File: src/rtl/control_unit.sv
// Hardwired multi-cycle sequencer: fetch through MA/MD into IR, then decode IR and drive datapath controls.
// Latency: fetch 3+MEM_WAIT cycles; 1 execute cycle (st +1, ld +2+MEM_WAIT); outputs are Moore (state + IR).
// No backpressure: memory is fixed-latency; clr low forces RST asynchronously from any state.
module control_unit #(
   parameter int MEM_WAIT = 1
) (
   input  logic        clk,
   input  logic        clr,
   input  logic [31:0] ir,
   output logic        ir_en,
   output logic        pc_increment,
   output logic        pc_in_alu,
   output logic        pc_in_rf_a,
   output logic        ma_in_pc,
   output logic        ma_in_alu,
   output logic        md_in_memory,
   output logic        md_in_rf_b,
   output logic        alu_a_in_rf,
   output logic        alu_a_in_pc,
   output logic        alu_b_in_rf,
   output logic        alu_b_in_constant,
   output logic        hi_en,
   output logic        lo_en,
   output logic        rf_in_alu,
   output logic        rf_in_hi,
   output logic        rf_in_lo,
   output logic        rf_in_md,
   output logic [3:0]  rf_a_addr,
   output logic [3:0]  rf_b_addr,
   output logic [3:0]  rf_z_addr,
   output logic [11:0] alu_select,
   output logic [31:0] constant_c,
   output logic        mem_write,
   output logic        halted
);

   localparam logic [3:0] S_RST  = 4'd0;
   localparam logic [3:0] S_F0   = 4'd1;
   localparam logic [3:0] S_FW   = 4'd2;
   localparam logic [3:0] S_FM   = 4'd3;
   localparam logic [3:0] S_FI   = 4'd4;
   localparam logic [3:0] S_E0   = 4'd5;
   localparam logic [3:0] S_LW   = 4'd6;
   localparam logic [3:0] S_LM   = 4'd7;
   localparam logic [3:0] S_LR   = 4'd8;
   localparam logic [3:0] S_S1   = 4'd9;
   localparam logic [3:0] S_HALT = 4'd10;

   localparam logic [4:0] OP_LD   = 5'b00000;
   localparam logic [4:0] OP_LDI  = 5'b00001;
   localparam logic [4:0] OP_ST   = 5'b00010;
   localparam logic [4:0] OP_ADD  = 5'b00011;
   localparam logic [4:0] OP_SUB  = 5'b00100;
   localparam logic [4:0] OP_SHR  = 5'b00101;
   localparam logic [4:0] OP_SHL  = 5'b00110;
   localparam logic [4:0] OP_ROR  = 5'b00111;
   localparam logic [4:0] OP_ROL  = 5'b01000;
   localparam logic [4:0] OP_AND  = 5'b01001;
   localparam logic [4:0] OP_OR   = 5'b01010;
   localparam logic [4:0] OP_ADDI = 5'b01011;
   localparam logic [4:0] OP_ANDI = 5'b01100;
   localparam logic [4:0] OP_ORI  = 5'b01101;
   localparam logic [4:0] OP_MUL  = 5'b01110;
   localparam logic [4:0] OP_DIV  = 5'b01111;
   localparam logic [4:0] OP_NEG  = 5'b10000;
   localparam logic [4:0] OP_NOT  = 5'b10001;
   localparam logic [4:0] OP_JR   = 5'b10011;
   localparam logic [4:0] OP_JAL  = 5'b10100;
   localparam logic [4:0] OP_MFHI = 5'b10111;
   localparam logic [4:0] OP_MFLO = 5'b11000;
   localparam logic [4:0] OP_HALT = 5'b11010;

   // One-hot ALU selects, add in bit 11 down to not in bit 0.
   localparam logic [11:0] ALU_ADD = 12'h800;
   localparam logic [11:0] ALU_SUB = 12'h400;
   localparam logic [11:0] ALU_SHR = 12'h200;
   localparam logic [11:0] ALU_SHL = 12'h100;
   localparam logic [11:0] ALU_ROR = 12'h080;
   localparam logic [11:0] ALU_ROL = 12'h040;
   localparam logic [11:0] ALU_AND = 12'h020;
   localparam logic [11:0] ALU_OR  = 12'h010;
   localparam logic [11:0] ALU_MUL = 12'h008;
   localparam logic [11:0] ALU_DIV = 12'h004;
   localparam logic [11:0] ALU_NEG = 12'h002;
   localparam logic [11:0] ALU_NOT = 12'h001;

   // Last count value of a wait state; unused when MEM_WAIT is 0 because the wait states are skipped.
   localparam logic [2:0] W_LAST = 3'(MEM_WAIT - 1);

   logic [3:0]  r_state;
   logic [3:0]  w_next;
   logic [2:0]  r_wait;
   logic [4:0]  w_op;
   logic [3:0]  w_ra;
   logic [3:0]  w_rb;
   logic [3:0]  w_rc;
   logic [31:0] w_cx;

   assign w_op = ir[31:27];
   assign w_ra = ir[26:23];
   assign w_rb = ir[22:19];
   assign w_rc = ir[18:15];
   assign w_cx = {{13{ir[18]}}, ir[18:0]};

   // Next-state sequencing; ir only matters from E0 onward.
   always_comb begin
      w_next = r_state;
      case (r_state)
         S_RST:  w_next = S_F0;
         S_F0:   w_next = (MEM_WAIT == 0) ? S_FM : S_FW;
         S_FW:   if (r_wait == W_LAST) w_next = S_FM;
         S_FM:   w_next = S_FI;
         S_FI:   w_next = S_E0;
         S_E0: begin
            case (w_op)
               OP_LD:   w_next = (MEM_WAIT == 0) ? S_LM : S_LW;
               OP_ST:   w_next = S_S1;
               OP_HALT: w_next = S_HALT;
               default: w_next = S_F0;
            endcase
         end
         S_LW:   if (r_wait == W_LAST) w_next = S_LM;
         S_LM:   w_next = S_LR;
         S_LR:   w_next = S_F0;
         S_S1:   w_next = S_F0;
         S_HALT: w_next = S_HALT;
         default: w_next = S_RST;
      endcase
   end

   // State and wait counter; the counter runs only inside a wait state and is cleared everywhere else.
   always_ff @(posedge clk or negedge clr) begin
      if (!clr) begin
         r_state <= S_RST;
         r_wait  <= '0;
      end else begin
         r_state <= w_next;
         r_wait  <= (r_state == S_FW || r_state == S_LW) ? r_wait + 3'd1 : 3'd0;
      end
   end

   assign pc_in_alu = 1'b0;

   // Moore output decode; anything not named for a state stays 0.
   always_comb begin
      ir_en = 1'b0;             pc_increment = 1'b0;     pc_in_rf_a = 1'b0;
      ma_in_pc = 1'b0;          ma_in_alu = 1'b0;
      md_in_memory = 1'b0;      md_in_rf_b = 1'b0;
      alu_a_in_rf = 1'b0;       alu_a_in_pc = 1'b0;
      alu_b_in_rf = 1'b0;       alu_b_in_constant = 1'b0;
      hi_en = 1'b0;             lo_en = 1'b0;
      rf_in_alu = 1'b0;         rf_in_hi = 1'b0;         rf_in_lo = 1'b0;  rf_in_md = 1'b0;
      rf_a_addr = 4'd0;         rf_b_addr = 4'd0;        rf_z_addr = 4'd0;
      alu_select = 12'd0;       constant_c = 32'd0;
      mem_write = 1'b0;         halted = 1'b0;
      case (r_state)
         S_F0: begin
            ma_in_pc     = 1'b1;
            pc_increment = 1'b1;
         end
         S_FM, S_LM: md_in_memory = 1'b1;
         S_FI: ir_en = 1'b1;
         S_E0: begin
            case (w_op)
               OP_ADD, OP_SUB, OP_SHR, OP_SHL, OP_ROR, OP_ROL, OP_AND, OP_OR: begin
                  rf_a_addr   = w_rb;
                  rf_b_addr   = w_rc;
                  rf_z_addr   = w_ra;
                  alu_a_in_rf = 1'b1;
                  alu_b_in_rf = 1'b1;
                  rf_in_alu   = 1'b1;
                  case (w_op)
                     OP_ADD:  alu_select = ALU_ADD;
                     OP_SUB:  alu_select = ALU_SUB;
                     OP_SHR:  alu_select = ALU_SHR;
                     OP_SHL:  alu_select = ALU_SHL;
                     OP_ROR:  alu_select = ALU_ROR;
                     OP_ROL:  alu_select = ALU_ROL;
                     OP_AND:  alu_select = ALU_AND;
                     default: alu_select = ALU_OR;
                  endcase
               end
               OP_ADDI, OP_ANDI, OP_ORI, OP_LDI: begin
                  rf_a_addr         = w_rb;
                  rf_z_addr         = w_ra;
                  alu_a_in_rf       = 1'b1;
                  alu_b_in_constant = 1'b1;
                  rf_in_alu         = 1'b1;
                  constant_c        = w_cx;
                  alu_select        = (w_op == OP_ANDI) ? ALU_AND :
                                      (w_op == OP_ORI)  ? ALU_OR  : ALU_ADD;
               end
               OP_NEG, OP_NOT: begin
                  rf_a_addr   = w_rb;
                  rf_z_addr   = w_ra;
                  alu_a_in_rf = 1'b1;
                  rf_in_alu   = 1'b1;
                  alu_select  = (w_op == OP_NEG) ? ALU_NEG : ALU_NOT;
               end
               OP_MUL, OP_DIV: begin
                  rf_a_addr   = w_ra;
                  rf_b_addr   = w_rb;
                  alu_a_in_rf = 1'b1;
                  alu_b_in_rf = 1'b1;
                  hi_en       = 1'b1;
                  lo_en       = 1'b1;
                  alu_select  = (w_op == OP_MUL) ? ALU_MUL : ALU_DIV;
               end
               OP_MFHI: begin
                  rf_in_hi  = 1'b1;
                  rf_z_addr = w_ra;
               end
               OP_MFLO: begin
                  rf_in_lo  = 1'b1;
                  rf_z_addr = w_ra;
               end
               OP_JR: begin
                  rf_a_addr  = w_ra;
                  pc_in_rf_a = 1'b1;
               end
               // PC (already advanced) passes through the ALU into r15 on the same edge the jump loads PC.
               OP_JAL: begin
                  rf_a_addr         = w_ra;
                  pc_in_rf_a        = 1'b1;
                  alu_a_in_pc       = 1'b1;
                  alu_b_in_constant = 1'b1;
                  alu_select        = ALU_ADD;
                  rf_in_alu         = 1'b1;
                  rf_z_addr         = 4'd15;
               end
               OP_LD, OP_ST: begin
                  rf_a_addr         = w_rb;
                  alu_a_in_rf       = 1'b1;
                  alu_b_in_constant = 1'b1;
                  alu_select        = ALU_ADD;
                  ma_in_alu         = 1'b1;
                  constant_c        = w_cx;
                  if (w_op == OP_ST) begin
                     rf_b_addr  = w_ra;
                     md_in_rf_b = 1'b1;
                  end
               end
               default: ;
            endcase
         end
         S_LR: begin
            rf_in_md  = 1'b1;
            rf_z_addr = w_ra;
         end
         S_S1:   mem_write = 1'b1;
         S_HALT: halted = 1'b1;
         default: ;
      endcase
   end

endmodule

File: config.mk
export PLATFORM = sky130hd
export DESIGN_NAME = control_unit
export DESIGN_NICKNAME = d
export VERILOG_FILES = /design/src/rtl/control_unit.sv
export SDC_FILE = /design/constraint.sdc
export NUM_CORES = 1
export LEC_CHECK = 0
export ABC_AREA = 1
export CAP_MARGIN = 20
export CELL_PAD_IN_SITES_DETAIL_PLACEMENT = 1
export CELL_PAD_IN_SITES_GLOBAL_PLACEMENT = 1
export CORE_MARGIN = 2
export CORE_UTILIZATION = 18
export DETAILED_ROUTE_END_ITERATION = 8
export GPL_ROUTABILITY_DRIVEN = 0
export PLACE_DENSITY = 0.81
export SETUP_SLACK_MARGIN = 0.4
export SYNTH_ARGS = -nofsm -noshare
export SYNTH_HDL_FRONTEND = slang
export SYNTH_SLANG_ARGS = --single-unit
File: constraint.sdc
create_clock -name clk -period 2.8 [get_ports clk]
set_input_delay 0.84 -clock clk [delete_from_list [all_inputs] [get_ports clk]]
set_output_delay 0.84 -clock clk [all_outputs]
set_load 0.02 [all_outputs]
==> metrics.cfg <==
[run_status]
status=finished with violations
violations=negative setup slack

[finish]
post_route_cells_drive_above_1_share_pct=70.4
syn_to_final_growth_pct=227
regArea_um2=176
final_core_util_pct=61.3
multi_input_area_mm2=0.00159
fin_nets=486
num-fill-cells=836
insertedDiodeCount=0

[route]
ant_nets=0
drt_iter0_drc=57
drc_errors=0
routedWlPerCell_um=19.9
vias=2555
wirelength_um=10900
firstDrtPassIters=4
viasPerCell=4.66

[cts]
clock_latency_ps=240
cts_made_buffers=3
cts.sinks=7
cts_tree=built
root_buffer=clkbuf_8
clk_pin_slew_ps=40
cts_buffer_depth=2
h-tree-depth=1
cts_hold_buf=0

[grt]
grt_antenna_before_repair=0
grt.total_usage_pct=22.1
grt_max_degree=14
grt_overflow=0
grt_pass1_wl_um=14600
grt_pass1_vias=2699

[synthesis]
async_flop_share_pct=100
synth_top_area_share_pct=15.6
syn_inst=249
syn_avg_cell_area_um2=5.49
synthDistinctLibCells=28
ys_ff_latch=7
synth-seq-area-share_pct=12.8
syn-num-nets=285
netlist_area_mm2=0.00137
synth_top_flop_cell=dfrtp_1
synth-edff-count=0
yosys_warnings=0
yosysMostFrequentCell=nand2_1
synth_common_cells=nand2_1, nor2_1, inv_1, buf_4
synth_area_leaders=nand2_1, dfrtp_1, nor2_1
synth_top_cell_by_area=nand2_1

[floorplanning]
num_io_pins=110
die_h_um=91.2
initial_core_util_pct=18.8
die-area_mm2=0.00831
rows=31
design.core.area_mm2=0.00729
die_w_um=91.2

[place]
io_buffer_count=108
dp_hpwl_um=5630

[worst_setup_path]
crit_start=ir[30]
required_ps=1960
critical_path_arrival_ps=2290
cp-end-kind=primary output
crit_path_start_kind=primary input
crit_type=primary input to primary output
path_max_fanout=4
timing.reg2reg.worst_path_depth=7
r2r-start=r_state[2]$_DFFE_PN0P_

[power]
leakage_nw=2.12
combPwrFrac_pct=77.9
p_seq_share_pct=11.6
power_mw=1.50
netSwitchingFraction_pct=51.3
power_density_mw_per_mm2=335
ir_drop_uv=181
intPower_uw=729
p_switching_uw=769
pwr-share-clk_pct=10.5

[sta]
timing.fmax_ghz=0.319
period_needed_ps=3130
rsz0062_at_grt=yes
drv_slew=0
skew_ps=5.24
finalHoldViolations=0
setup_viol=57
finalCritPeriodShare_pct=112
finalSetupTns_ps=-13990
setup_slack_ps=-333

[worst_hold_path]
min-delay-start=r_wait[0]$_DFF_PN0_
hold_depth=1
hold_path.class=flop to flop

[run]
cap_violations=0

==> power groups by stage <==
stage / clock (mW) / combinational, mW / sequential [mW]
finish: 0.157 / 1.17 / 0.174
global route: 0.163 / 1.23 / 0.180
CTS: 0.151 / 1.03 / 0.168
detailed placement: 0 / 0.888 / 0.169
floorplan: 0 / 0.504 / 0.160
global placement: 0 / 0.861 / 0.165
==> state kept, by name, indices dropped and copies added, names as in the netlist <==
name,cells
r_wait,3
r_state,4
==> layout by cell type (no fill, tap or decap), drive strengths merged <==
master           n
ha               2
clkbuf           6
a21oi            9
nor4             2
inv             45
buf            183
a31oi            6
dlymetal6s2s     1
a41oi            1
conb             1
o21a             1
o21ai            5
o211ai           2
clkinv           1
nor2            57
xnor2            1
nor3             9
nand3           12
dfrtp            7
nand2           63
dlygate4sd2      4
nand4            3
clkdlybuf4s50   28
==> per-stage QoR <==
step                cells  area (µm²)  setup slack (ps)  hold WS [ps]
floorplan             249        1690             -67.3           431
global placement      481        3130             -1010           453
detailed placement    481        3130             -1100           485
CTS                   530        3930              -254           506
global route          548        4470              -381           527
finish                548        4470              -333           513
==> final cells by class <==
type | instances | share of cell area [%]
Inverter | 46 | 4.65
Multi-Input combinational cell | 174 | 35.5
Timing Repair Buffer | 218 | 52.1
Clock buffer | 4 | 1.01
Sequential cell | 7 | 3.95
Tap cell | 99 | 2.77
==> cell families after synthesis <==
group / Yosys count / share of synthesized area, %
AOI/OAI and AO/OA: 24 / 10.7
xor gates and xnor gates: 1 / 0.641
adders and majority gates: 2 / 1.83
buffers and inverters: 69 / 25.4
DFF: 7 / 12.8
other: 1 / 0.274
and+or+nand+nor: 145 / 48.3
==> layer usage <==
metal / GRT usage (%) / share of wire [%]
met2: 44.5 / 56
met1: 22.9 / 36
met4: 8.46 / 3.8
met3: 2.74 / 4.3
met5: 0 / 0
==> critical path: stages <==
cell and delay, ps:
buf_8 110, nor2_4 150, buf_4 140, buf_6 100
nand2_4 60, o21ai_4 190, o21ai_4 100, buf_6 130
nor2_4 160, buf_6 130, buf_6 80, buf_6 100
==> repair_timing <==
action / CTS / global route
pin swaps: 31 / 36
resized for setup: 507 / 126
hold endpoints to repair: 0 / 0
cloned: 4 / 0
endpoints found under the setup margin: 74 / 72
setup buffers: 41 / 18
==> worst paths after layout <==
check	end	slack, ps
max	constant_c[20]	-330
min	r_wait[0]$_DFF_PN0_	510
max reg2reg	r_state[0]$_DFFE_PN0P_	1210
min reg2reg	r_wait[0]$_DFF_PN0_	510
max in group asynchronous	r_state[0]$_DFFE_PN0P_	1660
min in group asynchronous	r_state[1]$_DFFE_PN0P_	870
No activity file was read; power rests on OpenSTA's default activity.
